[config.mk]
export PLATFORM = sky130hd
export DESIGN_NAME = ttt_game_ctrl
export DESIGN_NICKNAME = d
export VERILOG_FILES = /design/src/rtl/ttt_game_ctrl.sv
export SDC_FILE = /design/constraint.sdc
export NUM_CORES = 1
export LEC_CHECK = 0
export ABC_AREA = 1
export CORE_MARGIN = 3
export CORE_UTILIZATION = 39
export DETAILED_ROUTE_END_ITERATION = 10
export PLACE_DENSITY_LB_ADDON = 0.25
export SLEW_MARGIN = 20
export SYNTH_ARGS = -nofsm -noshare
export SYNTH_HDL_FRONTEND = slang
export SYNTH_SLANG_ARGS = --single-unit
[constraint.sdc]
create_clock -name clk -period 6.1 [get_ports clk]
set_input_delay 1.22 -clock clk [delete_from_list [all_inputs] [get_ports clk]]
set_output_delay 1.22 -clock clk [all_outputs]
set_load 0.1 [all_outputs]
[src/rtl/ttt_game_ctrl.sv]
// ttt_game_ctrl: tic-tac-toe game controller.
// The human plays X and the computer plays O. Human moves arrive through a
// valid/ready handshake. Computer moves come from an external strategy block
// through a req/valid exchange. The controller validates every move, detects
// wins and draws, and holds the final position until new_game.
// Optional build macro: SCORE_CNT_EN adds saturating win/draw counters.
module ttt_game_ctrl (
   input  logic       clk,
   input  logic       rst_n,
   input  logic       new_game,
   input  logic       move_valid,
   input  logic [8:0] move,
   output logic       move_ready,
   output logic       strat_req,
   output logic [8:0] strat_ain,
   output logic [8:0] strat_bin,
   input  logic       strat_valid,
   input  logic [8:0] strat_cout,
   output logic [8:0] board_x,
   output logic [8:0] board_o,
   output logic [1:0] status,
   output logic       illegal
`ifdef SCORE_CNT_EN
   ,
   output logic [3:0] x_wins,
   output logic [3:0] o_wins,
   output logic [3:0] draws
`endif
);

   typedef enum logic [2:0] {
      WAIT_H, CHK_H, REQ_C, WAIT_C, CHK_C, DONE
   } state_t;

   localparam logic [1:0] ST_PLAY  = 2'b00;
   localparam logic [1:0] ST_X_WIN = 2'b01;
   localparam logic [1:0] ST_O_WIN = 2'b10;
   localparam logic [1:0] ST_DRAW  = 2'b11;
   localparam logic [8:0] FULL     = 9'h1FF;

   state_t     state_reg, state_next;
   logic [8:0] board_x_reg, board_x_next;
   logic [8:0] board_o_reg, board_o_next;
   logic [8:0] move_reg, move_next;
   logic [8:0] cout_reg, cout_next;
   logic [1:0] status_reg, status_next;
   logic       illegal_reg, illegal_next;

   logic [8:0] occupied;
   logic [8:0] free_sq;
   logic [8:0] lowest_free;
   logic [8:0] x_after;
   logic [8:0] o_pick;
   logic [8:0] o_after;
   logic       human_legal;

   // True when any of the eight lines is fully owned by the board b.
   function automatic logic has_line(input logic [8:0] b);
      return (&b[2:0]) | (&b[5:3]) | (&b[8:6]) |
             (b[0] & b[3] & b[6]) | (b[1] & b[4] & b[7]) | (b[2] & b[5] & b[8]) |
             (b[0] & b[4] & b[8]) | (b[2] & b[4] & b[6]);
   endfunction

   assign occupied    = board_x_reg | board_o_reg;
   assign free_sq     = ~occupied;
   // Two's-complement trick isolates the lowest set bit of the free mask.
   assign lowest_free = free_sq & (~free_sq + 9'd1);
   assign human_legal = $onehot(move_reg) && ((move_reg & occupied) == 9'd0);
   assign x_after     = board_x_reg | move_reg;
   // A bad strategy proposal (not one-hot, or colliding) falls back to the
   // lowest-index free square, so the computer always makes a legal move.
   assign o_pick      = ($onehot(cout_reg) && ((cout_reg & occupied) == 9'd0))
                        ? cout_reg : lowest_free;
   assign o_after     = board_o_reg | o_pick;

   // Handshake and status outputs are decoded from registers only.
   assign move_ready = (state_reg == WAIT_H);
   assign strat_req  = (state_reg == REQ_C) || (state_reg == WAIT_C);
   assign strat_ain  = board_x_reg;
   assign strat_bin  = board_o_reg;
   assign board_x    = board_x_reg;
   assign board_o    = board_o_reg;
   assign status     = status_reg;
   assign illegal    = illegal_reg;

   // State and datapath registers; reset abandons any game in progress.
   always_ff @(posedge clk or negedge rst_n) begin
      if (!rst_n) begin
         state_reg   <= WAIT_H;
         board_x_reg <= '0;
         board_o_reg <= '0;
         move_reg    <= '0;
         cout_reg    <= '0;
         status_reg  <= ST_PLAY;
         illegal_reg <= 1'b0;
      end else begin
         state_reg   <= state_next;
         board_x_reg <= board_x_next;
         board_o_reg <= board_o_next;
         move_reg    <= move_next;
         cout_reg    <= cout_next;
         status_reg  <= status_next;
         illegal_reg <= illegal_next;
      end
   end

   // Next-state logic; new_game overrides every state and any handshake.
   always_comb begin
      state_next   = state_reg;
      board_x_next = board_x_reg;
      board_o_next = board_o_reg;
      move_next    = move_reg;
      cout_next    = cout_reg;
      status_next  = status_reg;
      illegal_next = 1'b0;
      if (new_game) begin
         state_next   = WAIT_H;
         board_x_next = '0;
         board_o_next = '0;
         move_next    = '0;
         cout_next    = '0;
         status_next  = ST_PLAY;
      end else begin
         case (state_reg)
            WAIT_H: begin
               if (move_valid) begin
                  move_next  = move;
                  state_next = CHK_H;
               end
            end
            CHK_H: begin
               if (human_legal) begin
                  board_x_next = x_after;
                  if (has_line(x_after)) begin
                     status_next = ST_X_WIN;
                     state_next  = DONE;
                  end else if ((x_after | board_o_reg) == FULL) begin
                     status_next = ST_DRAW;
                     state_next  = DONE;
                  end else begin
                     state_next = REQ_C;
                  end
               end else begin
                  illegal_next = 1'b1;
                  state_next   = WAIT_H;
               end
            end
            REQ_C: state_next = WAIT_C;
            WAIT_C: begin
               if (strat_valid) begin
                  cout_next  = strat_cout;
                  state_next = CHK_C;
               end
            end
            CHK_C: begin
               board_o_next = o_after;
               if (has_line(o_after)) begin
                  status_next = ST_O_WIN;
                  state_next  = DONE;
               end else if ((board_x_reg | o_after) == FULL) begin
                  status_next = ST_DRAW;
                  state_next  = DONE;
               end else begin
                  state_next = WAIT_H;
               end
            end
            DONE:    state_next = DONE;
            default: state_next = WAIT_H;
         endcase
      end
   end

`ifdef SCORE_CNT_EN
   logic [3:0] x_wins_reg, o_wins_reg, draws_reg;
   logic       done_entry;

   assign done_entry = (state_next == DONE) && (state_reg != DONE);
   assign x_wins     = x_wins_reg;
   assign o_wins     = o_wins_reg;
   assign draws      = draws_reg;

   // Saturating score counters; only rst_n clears them, not new_game.
   always_ff @(posedge clk or negedge rst_n) begin
      if (!rst_n) begin
         x_wins_reg <= '0;
         o_wins_reg <= '0;
         draws_reg  <= '0;
      end else if (done_entry) begin
         if (status_next == ST_X_WIN && x_wins_reg != 4'd15) x_wins_reg <= x_wins_reg + 4'd1;
         if (status_next == ST_O_WIN && o_wins_reg != 4'd15) o_wins_reg <= o_wins_reg + 4'd1;
         if (status_next == ST_DRAW  && draws_reg  != 4'd15) draws_reg  <= draws_reg + 4'd1;
      end
   end
`endif

endmodule

==> results of run 1 <==
==> cells by family after synthesis <==
group | share of synthesized area, %
flops | 32.77
fa+ha+maj | 7.803
simple gates | 33.63
buf+inv | 13.46
compound gates | 12.33
==> worst max path at each step <==
stage	startpoint	endpoint	depth (start not counted)
4_1_cts	cout_reg[0]$_DFFE_PN0P_	status[0]$_DFFE_PN0P_	23
2_1_floorplan	cout_reg[0]$_DFFE_PN0P_	status[0]$_DFFE_PN0P_	23
3_5_place_dp	cout_reg[0]$_DFFE_PN0P_	status[0]$_DFFE_PN0P_	23
6_report	cout_reg[0]$_DFFE_PN0P_	status[0]$_DFFE_PN0P_	23
3_3_place_gp	move_reg[0]$_DFFE_PN0P_	state_reg[1]$_DFFE_PN0P_	16
5_1_grt	cout_reg[0]$_DFFE_PN0P_	status[0]$_DFFE_PN0P_	23
==> report_power, final <==
group / switching, W / internal [W] / total (W)
clock network: 0.000107 / 0.0000806 / 0.000187
registers: 0.0000328 / 0.000303 / 0.000336
logic: 0.000403 / 0.000176 / 0.000579
total: 0.000542 / 0.000560 / 0.00110
==> synth_stat cells, types with 2 or more instances <==
cell type  number
o22ai_1         8
a211oi_1        9
inv_1          60
nor3_1          4
nand3_2         8
clkbuf_1        7
ha_1            4
o21ai_0        30
nand4_1         3
inv_2          10
buf_4          18
dfrtp_1        42
nand2_1        66
clkinv_1        2
fa_1           10
o211ai_1        8
nand2_4         8
nor2_2         11
nor2_1         50
a21oi_1         7
nand3_1        43
nand2_2        11
nor4_1          2
==> cell type report <==
cell class / count / area, um^2
flip-flops and latches: 42 / 1051
clock inverters: 3 / 21.27
repair buffers: 65 / 640.6
multi-input cells: 290 / 1724
clock buffers: 5 / 68.82
well taps: 102 / 127.6
inverters: 72 / 270.3
fillers: 817 / 3944
==> through the flow <==
stage	power, W	hold WS [ns]	cells	setup WS (ns)
CTS	0.001110	0.5200	579	1.602
finish	0.001102	0.5132	579	1.624
global route	0.001182	0.5474	579	1.299
detailed placement	0.0009200	0.4975	571	1.633
floorplan	0.0007753	0.5622	429	1.930
global placement	0.0009128	0.4946	571	1.693
==> cell usage in the layout, fill, tap and decap left out, types with 8 or more instances in the layout <==
cell type / Yosys / routed
o22ai_1: 8 / 8
nand3_1: 43 / 43
a211oi_1: 9 / 9
nand2_1: 66 / 66
clkdlybuf4s50_1: 0 / 62
nor2_1: 50 / 50
nand2_2: 11 / 11
nand2_4: 8 / 8
nor2_2: 11 / 11
nand3_2: 8 / 8
o211ai_1: 8 / 8
inv_2: 10 / 10
fa_1: 10 / 10
o21ai_0: 30 / 30
inv_1: 60 / 60
dfrtp_1: 42 / 42
==> routing by layer <==
metal,vias to the layer above,part of all wire [%],global-route usage (%)
li1,1461,-,-
met2,119,48,32.91
met1,1446,43,26.94
met4,0,1.9,5.400
met5,-,0,0
met3,16,6.7,3.749
==> tightest hold or removal path, cell delays in order (launching register included) <==
cell and delay (ns):
dfrtp_1 0.37, nor2_2 0.05, nor2_2 0.06
==> impl_metrics.toml, run 1 <==
[clock_network]
cts_resized = 0
clk_pin_slew_ns = 0.09
htree_levels = 2
clock_sinks = 42
cts_tree = "done"
cts_made_buffers = 5
root_buffer = "clkbuf_8"
clkLatencyLatePin_ns = 0.30
clk_path_buf_depth = 2
cts_setup_buffers = 0
cts-hold-fix-buffers = 0

[place]
post-dp-hpwl_mm = 7.219
placed_area_um2 = 3814
place_congestion = 0.9340
numPortBuffers = 63

[logic_synthesis]
async_reset_ff_share_pct = 100.0
avgSynthCellArea_um2 = 7.475
synth_fp_nets = 466
yosysSeqAreaShare_pct = 32.77
synthTopCellsByArea = "dfrtp_1 (33%), nand2_1 (7.7%), inv_1 (7.0%)"
yosys.area.top_type_share_pct = 32.77
ys_seq_elements = 42
synth_top_area_cell = "dfrtp_1"
synth-main-ff-cell = "dfrtp_1"
syn-cell-area_um2 = 3207
netlist-cell-type-count = 31
synth_cells = 429
yosysWarnings = 0
synth-edff-count = 0

[setup_path]
r2r_setup_slack_ns = 1.62
r2r.worst_path.cells = 23
crit_top_cell = "nand2_1"
crit_fanout = 8
critPathTopFamily = "adder cells"
arrival_ns = 4.66
cp_slowest_cell = "fa_1"
cpPeakStageDelay_ns = 0.59
rr_startpoint = "cout_reg[0]$_DFFE_PN0P_"
r2r-end = "status[0]$_DFFE_PN0P_"
worst_setup_path_end_kind = "flip-flop"
path_class = "flip-flop to flip-flop"
cp-start-kind = "flip-flop"
crit_path_cell_trace = "inv_1 -> fa_1 -> fa_1 -> fa_1 -> fa_1 -> fa_1 -> nand2_1 -> nor2_2 -> nand2_1 -> nor2_2 -> nand3_4 -> nand2_2 -> nand3_2 -> nand2_1 -> nand2_1 -> nand2_1 -> nand2_1 -> nor2_2 -> nand2_2 -> nand2_4 -> nand2_2 -> nor2_2 -> nor2_2"
path_buf_inv = 1
cp.required_ns = 6.29

[grt]
grt_max_degree = 43
grt.total_usage_pct = 19.97
antenna_found_initial = 0
grt_pass1_vias = 3014
grt-ovfl-total = 0
grt_pass1_wl_mm = 15.26

[finish]
drive_gt1_share_pct = 13.42
fin_util_pct = 49.74
syn_to_final_growth_pct = 21.73
num_antenna_cells = 0
nets = 513
finish.instance_area_um2 = 3904

[worst_hold_path]
min_path_cells = 2
min_to = "status[0]$_DFFE_PN0P_"
hold_path.class = "flip-flop to flip-flop"
min_from = "status[0]$_DFFE_PN0P_"

[drt]
drc = 0
routed_wl_mm = 9.181
drtIter0Drc = 246
via_per_inst = 5.254
drt-pass1-iter-count = 5
final_antenna_net_count = 0
vias = 3042
wl_per_cell_um = 15.86

[die]
start_util_pct = 40.86
die_area_um2 = 9347
io_pins = 64
die_x_um = 96.68
rows = 32
core_um2 = 7848
fp.dieH_um = 96.68

[sta]
fin_crit_sh_pct = 73.38
rsz0062_at_grt = "no"
relSlewSlack_pct = 32.76
period_minus_slack_ns = 4.476
drv_slew = 0
setup-tns-final_ns = 0
tightest_slew_ns = 1.002
hold_viol = 0
fmax_mhz = 223.4
finClkSkew_ns = 0.01300
setup_viol = 0

[status]
status = "finished clean"

[flow_run]
max_cap_violations = 0

[power_and_ir_drop]
vdd_drop_max_uv = 131.2
p_leak_nw = 1.946
power.density_nw_per_um2 = 282.3
(Power assumes the default switching activity.)
==> run 2, diff against run 1 <==
- clock period: 6.1 -> 4.6 ns (I/O delays scaled with it)
==> run 2 against run 1 <==
Against the previous run:
- clock-buffer cell count unchanged
- clock power increased by 34%
- final cell count increased by 1.6%
- total power increased by 40%
- core utilization increased by 2.5 points
- combinational power increased by 47%
- final area increased by 5.0%
- global-route usage about the same
- highest routed layer unchanged
==> impl_metrics.toml, run 2 (same netlist as run 1, synthesis figures left out) <==
[status]
status = "finished clean"

[drt]
routed_wl_mm = 9.460
dr_wl_met2_mm = 4.520
vias = 3122
drtIter0Drc = 217
wl_per_cell_um = 16.09
drt-pass1-iter-count = 5
drc = 0
m1WireLength_mm = 4.210
via_per_inst = 5.310
top_layer = "met4"
final_antenna_net_count = 0
dr_wl_met3_um = 563

[finish]
nets = 522
drive_gt1_share_pct = 18.52
num_antenna_cells = 0
syn_to_final_growth_pct = 27.86
layout_commonest_cell = "clkdlybuf4s50_1"
final_cell_mix = "clkdlybuf4s50_1 (62), nand2_1 (60), inv_1 (57)"

[sta]
finClkSkew_ns = 0.003529
drv_slew = 0
fmax_mhz = 223.1
hold_viol = 0
relSlewSlack_pct = 34.74
setup_viol = 0
rsz0062_at_grt = "yes"
fin_crit_sh_pct = 97.45
period_minus_slack_ns = 4.483
whs_ns = 0.5211
tightest_slew_ns = 0.9759

[grt]
grt.total_usage_pct = 19.93
antenna_found_initial = 0
grt-ovfl-total = 0
grt_max_degree = 43
grt_pass1_vias = 2943
grt_pass1_wl_mm = 15.16

[clock_network]
clk_path_buf_depth = 2
cts_tree = "done"
clk_pin_slew_ns = 0.09
root_buffer = "clkbuf_8"
cts_made_buffers = 5
clock_sinks = 42
clkLatencyLatePin_ns = 0.30
cts-hold-fix-buffers = 0
htree_levels = 2

[setup_path]
crit_top_cell = "fa_1"
crit_fanout = 7
crit_path_cell_trace = "inv_2 -> fa_1 -> fa_1 -> fa_1 -> fa_2 -> fa_1 -> nand2_1 -> nor2_2 -> buf_4 -> nand3_1 -> nor2_4 -> nand3_1 -> nand3_4 -> nand2_2 -> nand2_1 -> nand2_1 -> nand2_2 -> nor2_4 -> buf_4 -> o21ai_0 -> nor2_2"
path_class = "flip-flop to flip-flop"
cp.required_ns = 4.79
arrival_ns = 4.68
cpPeakStageDelay_ns = 0.57
worst_setup_path_end_kind = "flip-flop"
critPathTopFamily = "adder cells"
cp-start-kind = "flip-flop"
path_buf_inv = 3
cp_slowest_cell = "fa_1"

[worst_hold_path]
hold_path.class = "flip-flop to flip-flop"

[power_and_ir_drop]
power.density_nw_per_um2 = 376.7
p_total_w = 0.001545
pwr-share-comb_pct = 54.9
internal_power_w = 0.0007798
vdd_drop_max_uv = 189.0
pwr-share-clk_pct = 16.2
p_leak_nw = 2.036
netSwitchingPower_w = 0.0007648
seqPwrFrac_pct = 28.9
p_sw_share_pct = 49.51

[place]
numPortBuffers = 63
place_congestion = 0.9440
post-dp-hpwl_mm = 7.248

[die]
fp.dieH_um = 96.68
die_area_um2 = 9347
die_x_um = 96.68
core_um2 = 7848
rows = 32
io_pins = 64
start_util_pct = 40.86

[flow_run]
max_cap_violations = 0
[run 2: routing by layer]
metal / global-route usage (%) / vias up
met1: 27.61 / 1501
met4: 4.212 / 0
met5: 0 / -
met3: 3.461 / 24
met2: 32.75 / 109
li1: - / 1488
[run 2: cell type report]
| class | count | area (um^2) |
|---|---|---|
| clock buffer | 5 | 68.82 |
| clock inverter | 3 | 21.27 |
| fill | 759 | 3747 |
| inverter | 72 | 270.3 |
| multi-input combinational | 290 | 1853 |
| sequential | 42 | 1051 |
| tap | 102 | 127.6 |
| timing repair buffer | 74 | 708.2 |
[run 2: worst paths after layout]
kind / startpoint / end / slack [ns] / cells past startpoint
setup / recovery: cout_reg[0]$_DFFE_PN0P_ / status[0]$_DFFE_PN0P_ / 0.12 / 21
hold / removal: status[0]$_DFFE_PN0P_ / status[0]$_DFFE_PN0P_ / 0.52 / 2
setup reg to reg: cout_reg[0]$_DFFE_PN0P_ / status[0]$_DFFE_PN0P_ / 0.12 / 21
hold reg to reg: status[0]$_DFFE_PN0P_ / status[0]$_DFFE_PN0P_ / 0.52 / 2
max in group asynchronous: rst_n / cout_reg[8]$_DFFE_PN0P_ / 3.25 / 1
min in group asynchronous: rst_n / move_reg[3]$_DFFE_PN0P_ / 0.76 / 1
[run 2: metrics by stage]
stage | cells | utilization, % | area (um^2) | setup slack [ns] | setup TNS (ns)
after floorplan | 429 | - | 3207 | 0.4297 | 0
after global placement | 571 | 48.60 | 3814 | 0.1937 | 0
after detailed placement | 571 | 48.64 | 3817 | 0.1078 | 0
after CTS | 579 | 49.79 | 3908 | 0.07267 | 0
after global routing | 588 | 52.25 | 4100 | -0.1840 | -0.5287
final | 588 | 52.25 | 4100 | 0.1174 | 0
[run 2: power by group through the flow]
| stage | clock network, W | registers (W) | logic, W |
|---|---|---|---|
| after global routing | 0.000274 | 0.000451 | 0.000935 |
| final | 0.000250 | 0.000446 | 0.000849 |
| after detailed placement | 0 | 0.000452 | 0.000771 |
| after global placement | 0 | 0.000452 | 0.000761 |
| after CTS | 0.000251 | 0.000445 | 0.000775 |
| after floorplan | 0 | 0.000508 | 0.000521 |
[run 2: worst min-delay path, stage by stage (launching register included)]
cell,delay (ns)
dfrtp_1,0.37
nor2_2,0.05
nor2_2,0.07
[run 2: timing repair]
| item | CTS | global route |
|---|---|---|
| setup endpoints to repair | 0 | 12 |
| gates resized for setup | 0 | 30 |
| buffers inserted | 0 | 9 |
